==> config.mk <==
export PLATFORM = sky130hd
export DESIGN_NAME = dmem_arbiter
export DESIGN_NICKNAME = d
export VERILOG_FILES = /design/src/rtl/dmem_arbiter.sv
export SDC_FILE = /design/constraint.sdc
export NUM_CORES = 1
export LEC_CHECK = 0
export CAP_MARGIN = 20
export CORE_AREA = 4 4 119 121
export DETAILED_ROUTE_END_ITERATION = 10
export DIE_AREA = 0 0 123 125
export PLACE_DENSITY = 0.66
export REMOVE_ABC_BUFFERS = 1
export SKIP_LAST_GASP = 1
export SYNTH_ARGS = -nofsm -noshare
export SYNTH_HDL_FRONTEND = slang
export SYNTH_SLANG_ARGS = --single-unit
==> constraint.sdc <==
create_clock -name clk -period 6.6 [get_ports clk]
set_clock_uncertainty 0.15 [all_clocks]
set_input_delay 1.32 -clock clk [delete_from_list [all_inputs] [get_ports clk]]
set_output_delay 1.32 -clock clk [all_outputs]
set_load 0.005 [all_outputs]
==> src/rtl/dmem_arbiter.sv <==
// ---------------------------------------------------------------------------
// dmem_arbiter
//   Shares one single-port data memory between the pipeline load/store port
//   (core) and an auxiliary master (aux), e.g. a UART loader or debug path.
//   Aux normally yields to the core, but it is forced through after
//   STARVE_MAX consecutive core grants while it waits. This bounds aux latency.
//   Accesses outside DEPTH words are consumed without touching the memory,
//   and the next cycle they answer with err=1.
//
// Ports
//   clk, reset                    posedge clock, asynchronous active-low reset
//   core_req/we/addr/wdata/mask   core request (we=1 write, byte address)
//   core_gnt, core_stall          accepted this cycle / waiting on arbitration
//   core_rvalid/rdata/err         response, one cycle after grant
//   aux_*                         same as core, but with no stall output
//   mem_addr/wdata/mask           memory address, write data and byte mask
//   mem_wr_en, mem_cs             active-low write strobe and chip select
//   mem_rd_en                     active-high read strobe
//   mem_rdata                     memory read data, valid in the cycle after access
// ---------------------------------------------------------------------------
module dmem_arbiter #(
    parameter int DEPTH      = 512,
    parameter int STARVE_MAX = 4
) (
    input  logic        clk,
    input  logic        reset,

    input  logic        core_req,
    input  logic        core_we,
    input  logic [31:0] core_addr,
    input  logic [31:0] core_wdata,
    input  logic [3:0]  core_mask,
    output logic        core_gnt,
    output logic        core_stall,
    output logic        core_rvalid,
    output logic [31:0] core_rdata,
    output logic        core_err,

    input  logic        aux_req,
    input  logic        aux_we,
    input  logic [31:0] aux_addr,
    input  logic [31:0] aux_wdata,
    input  logic [3:0]  aux_mask,
    output logic        aux_gnt,
    output logic        aux_rvalid,
    output logic [31:0] aux_rdata,
    output logic        aux_err,

    output logic [31:0] mem_addr,
    output logic [31:0] mem_wdata,
    output logic        mem_wr_en,
    output logic        mem_rd_en,
    output logic        mem_cs,
    output logic [3:0]  mem_mask,
    input  logic [31:0] mem_rdata
);

    localparam logic [3:0]  SMAX    = 4'(STARVE_MAX);
    localparam logic [29:0] DEPTH_W = 30'(DEPTH);

    typedef enum logic [2:0] {
        OWN_NONE,
        OWN_CORE_RD,
        OWN_AUX_RD,
        OWN_CORE_ERR,
        OWN_AUX_ERR
    } owner_t;

    owner_t      owner;
    owner_t      owner_next;
    logic [3:0]  starve_cnt;

    logic        any_gnt;
    logic        sel_we;
    logic [31:0] sel_addr;
    logic [31:0] sel_wdata;
    logic [3:0]  sel_mask;
    logic        sel_oor;

    // Grants are held off while reset is asserted, so nothing is accepted
    // before the response registers are live.
    always_comb begin
        aux_gnt    = reset & aux_req & (~core_req | (starve_cnt == SMAX));
        core_gnt   = reset & core_req & ~aux_gnt;
        core_stall = core_req & ~core_gnt;
        any_gnt    = aux_gnt | core_gnt;
    end

    always_comb begin
        sel_we    = aux_gnt ? aux_we    : core_we;
        sel_addr  = aux_gnt ? aux_addr  : core_addr;
        sel_wdata = aux_gnt ? aux_wdata : core_wdata;
        sel_mask  = aux_gnt ? aux_mask  : core_mask;
        sel_oor   = (sel_addr[31:2] >= DEPTH_W);
    end

    // Memory drive. An out-of-range winner keeps the chip deselected. Its
    // address and data still pass through, but the memory ignores them.
    always_comb begin
        mem_addr  = 32'd0;
        mem_wdata = 32'd0;
        mem_cs    = 1'b1;
        mem_wr_en = 1'b1;
        mem_rd_en = 1'b0;
        mem_mask  = 4'd0;
        if (any_gnt) begin
            mem_addr  = sel_addr;
            mem_wdata = sel_wdata;
            if (!sel_oor) begin
                mem_cs    = 1'b0;
                mem_wr_en = ~sel_we;
                mem_rd_en = ~sel_we;
                mem_mask  = sel_we ? sel_mask : 4'd0;
            end
        end
    end

    // The winner of this cycle decides who owns the response slot next cycle.
    // In-range writes need no response.
    always_comb begin
        owner_next = OWN_NONE;
        if (aux_gnt) begin
            if (sel_oor)      owner_next = OWN_AUX_ERR;
            else if (!sel_we) owner_next = OWN_AUX_RD;
        end else if (core_gnt) begin
            if (sel_oor)      owner_next = OWN_CORE_ERR;
            else if (!sel_we) owner_next = OWN_CORE_RD;
        end
    end

    always_ff @(posedge clk or negedge reset) begin
        if (!reset) begin
            owner       <= OWN_NONE;
            core_rvalid <= 1'b0;
            core_err    <= 1'b0;
            aux_rvalid  <= 1'b0;
            aux_err     <= 1'b0;
            starve_cnt  <= 4'd0;
        end else begin
            owner       <= owner_next;
            core_rvalid <= (owner_next == OWN_CORE_RD) | (owner_next == OWN_CORE_ERR);
            core_err    <= (owner_next == OWN_CORE_ERR);
            aux_rvalid  <= (owner_next == OWN_AUX_RD) | (owner_next == OWN_AUX_ERR);
            aux_err     <= (owner_next == OWN_AUX_ERR);
            // Count core wins while aux waits. Saturation keeps aux forced
            // through until it actually wins.
            if (aux_gnt || !aux_req)
                starve_cnt <= 4'd0;
            else if (core_gnt && (starve_cnt != SMAX))
                starve_cnt <= starve_cnt + 4'd1;
        end
    end

    // Read data is steered only to the port that owns a read response.
    // An error response returns zero.
    always_comb begin
        core_rdata = (owner == OWN_CORE_RD) ? mem_rdata : 32'd0;
        aux_rdata  = (owner == OWN_AUX_RD)  ? mem_rdata : 32'd0;
    end

endmodule

== Yosys cells after proc, flatten, opt, wreduce, memory -nomap -nowiden ==
Cells that the tools add are included.

* Bits in registers: 11
* Output and inout port bits: 142

* Bitwise operators: 13
* Reductions and logical operators: 4
* Magnitude comparators: 1
* Equality and inequality tests: 8
* Add/subtract/negate cells: 1
* Mux-type cells: 25

{| class="wikitable"
|+ Operators with widths
! kind !! number
|-
| $mux W32 || 6
|-
| $ge A30 B10 Y1 const B || 1
|-
| $mux W4 || 6
|-
| $eq A3 B2 Y1 const B || 3
|-
| $mux W1 || 8
|-
| $eq A3 B1 Y1 const B || 2
|-
| $mux W2 || 3
|-
| $mux W3 || 2
|-
| $and A1 B1 Y1 || 5
|-
| $add A4 B1 Y4 const B || 1
|-
| $eq A4 B3 Y1 const B || 1
|-
| $ne A4 B3 Y1 const B || 1
|-
| $not A1 Y1 || 4
|-
| $or A1 B1 Y1 || 4
|-
| $eq A3 B3 Y1 const B || 1
|-
| $reduce_bool A2 Y1 || 1
|-
| $logic_and A1 B1 Y1 || 1
|-
| $logic_not A1 Y1 || 1
|-
| $logic_or A1 B1 Y1 || 1
|}

== Depth between registers and ports, before layout ==
* Depth after elaboration: 10
* Mapped depth: 9

== Worst setup path after synthesis ==
No wires, ideal clock.

* Kind: input port to output port
* Start point: in core_addr[17]
* End point: out mem_mask[0]
* Stages on the path: 4
* Arrival: 2.466 ns
* Buffers on the path: 0
* Slack: 2.664 ns
* Data required time: 5.130 ns
* Cells stage by stage: or4_4 > a211oi_4 > nand4_4 > a21oi_1

* Longest elaborated chain between the ends: 4

{| class="wikitable"
|+ RTL lines
! item !! line !! text
|-
| start, declared || 30 || <nowiki>input logic [31:0] core_addr,</nowiki>
|-
| $mux W32 || 91 || <nowiki>sel_addr = aux_gnt ? aux_addr : core_addr;</nowiki>
|-
| $ge A30 B10 Y1 || 94 || <nowiki>sel_oor = (sel_addr[31:2] >= DEPTH_W);</nowiki>
|-
| $mux W4 || 109 || <nowiki>if (!sel_oor) begin</nowiki>
|-
| $mux W4 || 106 || <nowiki>if (any_gnt) begin</nowiki>
|-
| end, declared || 54 || <nowiki>output logic [3:0] mem_mask,</nowiki>
|}

Every way passes these cells.

== Final worst setup path ==
* Start point: in aux_req
* End point: out mem_mask[0]

* Longest elaborated chain between the ends: 6

{| class="wikitable"
|+ RTL lines
! item !! line !! text
|-
| start, declared || 39 || <nowiki>input logic aux_req,</nowiki>
|-
| $and A1 B1 Y1 * (2 in a row) || 83 || <nowiki>aux_gnt = reset & aux_req & (~core_req | (starve_cnt == SMAX));</nowiki>
|-
| $mux W32 (tied with other cells) || 91 ||
|-
| $ge A30 B10 Y1 (tied with other cells) || 94 ||
|-
| $mux W4 / $or A1 B1 Y1 (equally long branches) || 109, 86 ||
|-
| $mux W4 * || 106 ||
|}

Every way passes the cells marked *; elsewhere a longest branch is shown, timed or not.

==> summary.txt <==
Run status
  – Status: finished clean

Logic synthesis
  – Yosys Warn Count: 0
  – Post-synthesis adder-cell area fraction: 0.0119
  – XOR/XNOR share of the synthesized area: 0.00418
  – Yosys reg bits: 10
  – Synth Flop Type: dfrtp_1
  – Top post-synthesis cells by area: nand2_1, and2_1, a21oi_1
  – Post-synthesis mux area share: 0.0263
  – Largest family of logic cells by synthesized area: simple AND/OR/NAND/NOR gates
  – EDFF count, synth: 0
  – Seq/Total Area, Yosys: 0.119
  – Asr flop ratio synth: 1.00
  – Post-synth top area share: 0.253
  – Top-count cell post-synth: nand2_1
  – Compound-Gate Fraction of Synth Area: 0.215
  – Synth top cells by count: nand2_1, a21oi_1, and2_1, clkbuf_1, dfrtp_1
  – Post-synthesis simple-gate area fraction: 0.553
  – Synth area leader: nand2_1
  – Synth Cell Area: 2090 sq um
  – Synth cell types: 35
  – Syn Inst Count: 371
  – Avg Cell Area, Syn: 5.65 sq um

Clock network
  – Clock Path Buffers: 2
  – CTS root buf: clkbuf_16
  – CTS tree: yes
  – Clock transition at path regs: 0.04 ns
  – Post-CTS resize count: 0
  – CTS buffer count: 3
  – CTS H-Tree Depth: 1
  – Clk sinks: 10
  – Worst-Skew Late Latency: 0.24 ns
  – Cts hold-fix bufs: 0
  – Postcts setup bufs: 0

Flow run
  – Max Cap Violations: 0

STA
  – Post-route clock period utilization: 0.850
  – Unrepaired setup endpoints after global routing: no
  – Hold Violations, Final: 0
  – Final Max Slew Viols: 0
  – Min Tclk post-route: 5.61 ns
  – Slew HR: 0.538
  – Fmax: 178 MHz
  – Final total negative setup slack: 0 ns
  – Actual slew at the worst max-slew pin: 0.693 ns
  – Setup-failing EPs final: 0

Global route
  – Global-route wire length before repair: 19,600 microns
  – Number of global-route vias before repair: 3,775
  – Initial antenna violation count: 0
  – GRT Util Overall: 0.158
  – GRT overflow: 0
  – Largest net degree at the start of global routing: 66

Cells and area
  – Layout Nets: 844
  – Layout cells sized above 1: 0.0360
  – Filler cells: 1,318
  – Synth-to-layout area growth: 162%
  – Diode count: 0
  – Fin util: 0.420

Detailed routing
  – Pre-antenna DRT Iters: 6
  – Initial drt markers: 92
  – Vias: 3,631
  – Wire length per cell: 15.5 microns
  – WL final: 13,000 microns
  – Drt drc: 0
  – Vias per cell: 4.31
  – Antenna Nets Post-Route: 0

Power and ir drop
  – Sequential power share: 0.141
  – Pwr dens: 84.7 nW/um^2
  – Total power: 0.000466 W
  – Comb power frac: 0.598
  – Leak pwr: 2.12 nW
  – NetSw: 0.000128 W
  – Sw Ratio: 0.275
  – Pint: 0.000338 W
  – Clock power share: 0.262
  – Max VDD drop: 0.0440 mV

Critical path
  – Max incr delay on CP: 0.60 ns
  – Crit. path cell count: 8
  – Max Fanout on Critical Path: 44
  – Worst path bufs/invs: 3
  – Flop2flop setup slack: 3.88 ns
  – Reg-to-reg endpoint: aux_rvalid
  – Reg2Reg Depth: 8
  – Critical path capture point type: output port
  – CP required: 5.13 ns
  – CP Launch Type: input pin
  – RR Startpoint: starve_cnt[0]
  – Arrival @ worst endpoint: 4.14 ns
  – CP max stage cell: clkdlybuf4s50_1
  – Critical path class: input pin to output port
  – Top cell by count, worst path: clkdlybuf4s50_1
  – Top cell family by delay on the critical path: buffers and inverters
  – Crit path cell chain: clkdlybuf4s50_1 > nand2_1 > a21o_4 > inv_4 > mux2i_1 > nand4_4 > a21oi_1 > clkdlybuf4s50_1

Floorplanning
  – Die W: 123 microns
  – Die height: 125 microns
  – I/O pin cnt: 316
  – Die ar.: 15,400 sq um
  – Initial Util: 0.160
  – Core Footprint: 13,100 sq um
  – Row cnt: 42

Min path
  – Min-delay src: starve_cnt[3]
  – Worst Hold Path EP: starve_cnt[3]
  – Hold depth: 2
  – Worst hold path class: register to register

Placed design
  – Routability cong.: 0.850
  – Final HPWL DP: 11,000 microns
  – Port buffer count: 315
## tightest hold or removal path: cells and delay by family (launching register included)
family | cells | cell delay [ns]
XOR/XNOR | 1 | 0.08
flip-flops | 1 | 0.35
AND/OR/NAND/NOR | 1 | 0.17
## sequential cells by signal, indices dropped and copies added (netlist names)
register     cells
core_err         1
aux_rvalid       1
core_rvalid      1
owner            3
starve_cnt       4
## cell type report
class,count,area [sq um],share of cell area
Tap cell,176,220,0.0401
Multi-Input combinational cell,327,1720,0.313
Clock buffer,4,88.8,0.0162
Inverter,5,21.3,0.00387
Timing Repair Buffer,321,3200,0.582
Sequential cell,10,250,0.0455
## placed cells by master (no fill, tap or decap), types with 2 or more instances in the layout
cell / count
nor3b_2: 3
clkbuf_16: 3
a31oi_1: 2
dfrtp_1: 10
ha_1: 2
o22ai_1: 2
o21a_1: 2
nor2_1: 7
mux2_2: 2
nor4_1: 7
clkdlybuf4s50_1: 315
nor3_1: 3
inv_1: 4
buf_4: 6
and2_1: 67
nand2_1: 141
a21oi_1: 69
nand3_1: 5
## worst max path at each step
| stage | to | slack, ns | start |
|---|---|---|---|
| after detailed placement | mem_mask[0] | 0.97 | aux_req |
| after global placement | mem_mask[0] | 1.06 | aux_req |
| after floorplan | mem_mask[0] | -0.09 | aux_req |
| after global routing | mem_mask[0] | 0.81 | aux_req |
| final | mem_mask[0] | 0.99 | aux_req |
| after CTS | mem_mask[0] | 0.94 | aux_req |
## cells by family (layout without fill, tap and decap cells)
family / Yosys count / count (layout)
xor gates and xnor gates: 1 / 1
adders and majority gates: 2 / 2
DFF: 10 / 10
buffers and inverters: 34 / 330
AOI/OAI and AO/OA: 81 / 81
and+or+nand+nor: 239 / 239
muxes: 4 / 4
## through the flow
stage,hold WS (ns),std cells,area [sq um],worst slack [ns]
after global routing,0.497,843,5500,0.807
after detailed placement,0.478,839,5410,0.968
after CTS,0.489,843,5500,0.944
after global placement,0.489,839,5410,1.06
after floorplan,0.453,342,1970,-0.0937
final,0.492,843,5500,0.988
## power groups by stage
stage	clock network (W)	registers, W	logic [W]
after global routing	0.000126	0.0000657	0.000302
after global placement	0	0.0000662	0.000278
after detailed placement	0	0.0000663	0.000281
after floorplan	0	0.0000659	0.0000713
after CTS	0.000125	0.0000654	0.000282
final	0.000122	0.0000654	0.000278
## routing by layer
metal,part of all wire,track usage
met1,0.33,0.151
met4,0.022,0.0410
met5,0,0
met2,0.53,0.319
met3,0.11,0.0483
(Power assumes the default switching activity.)
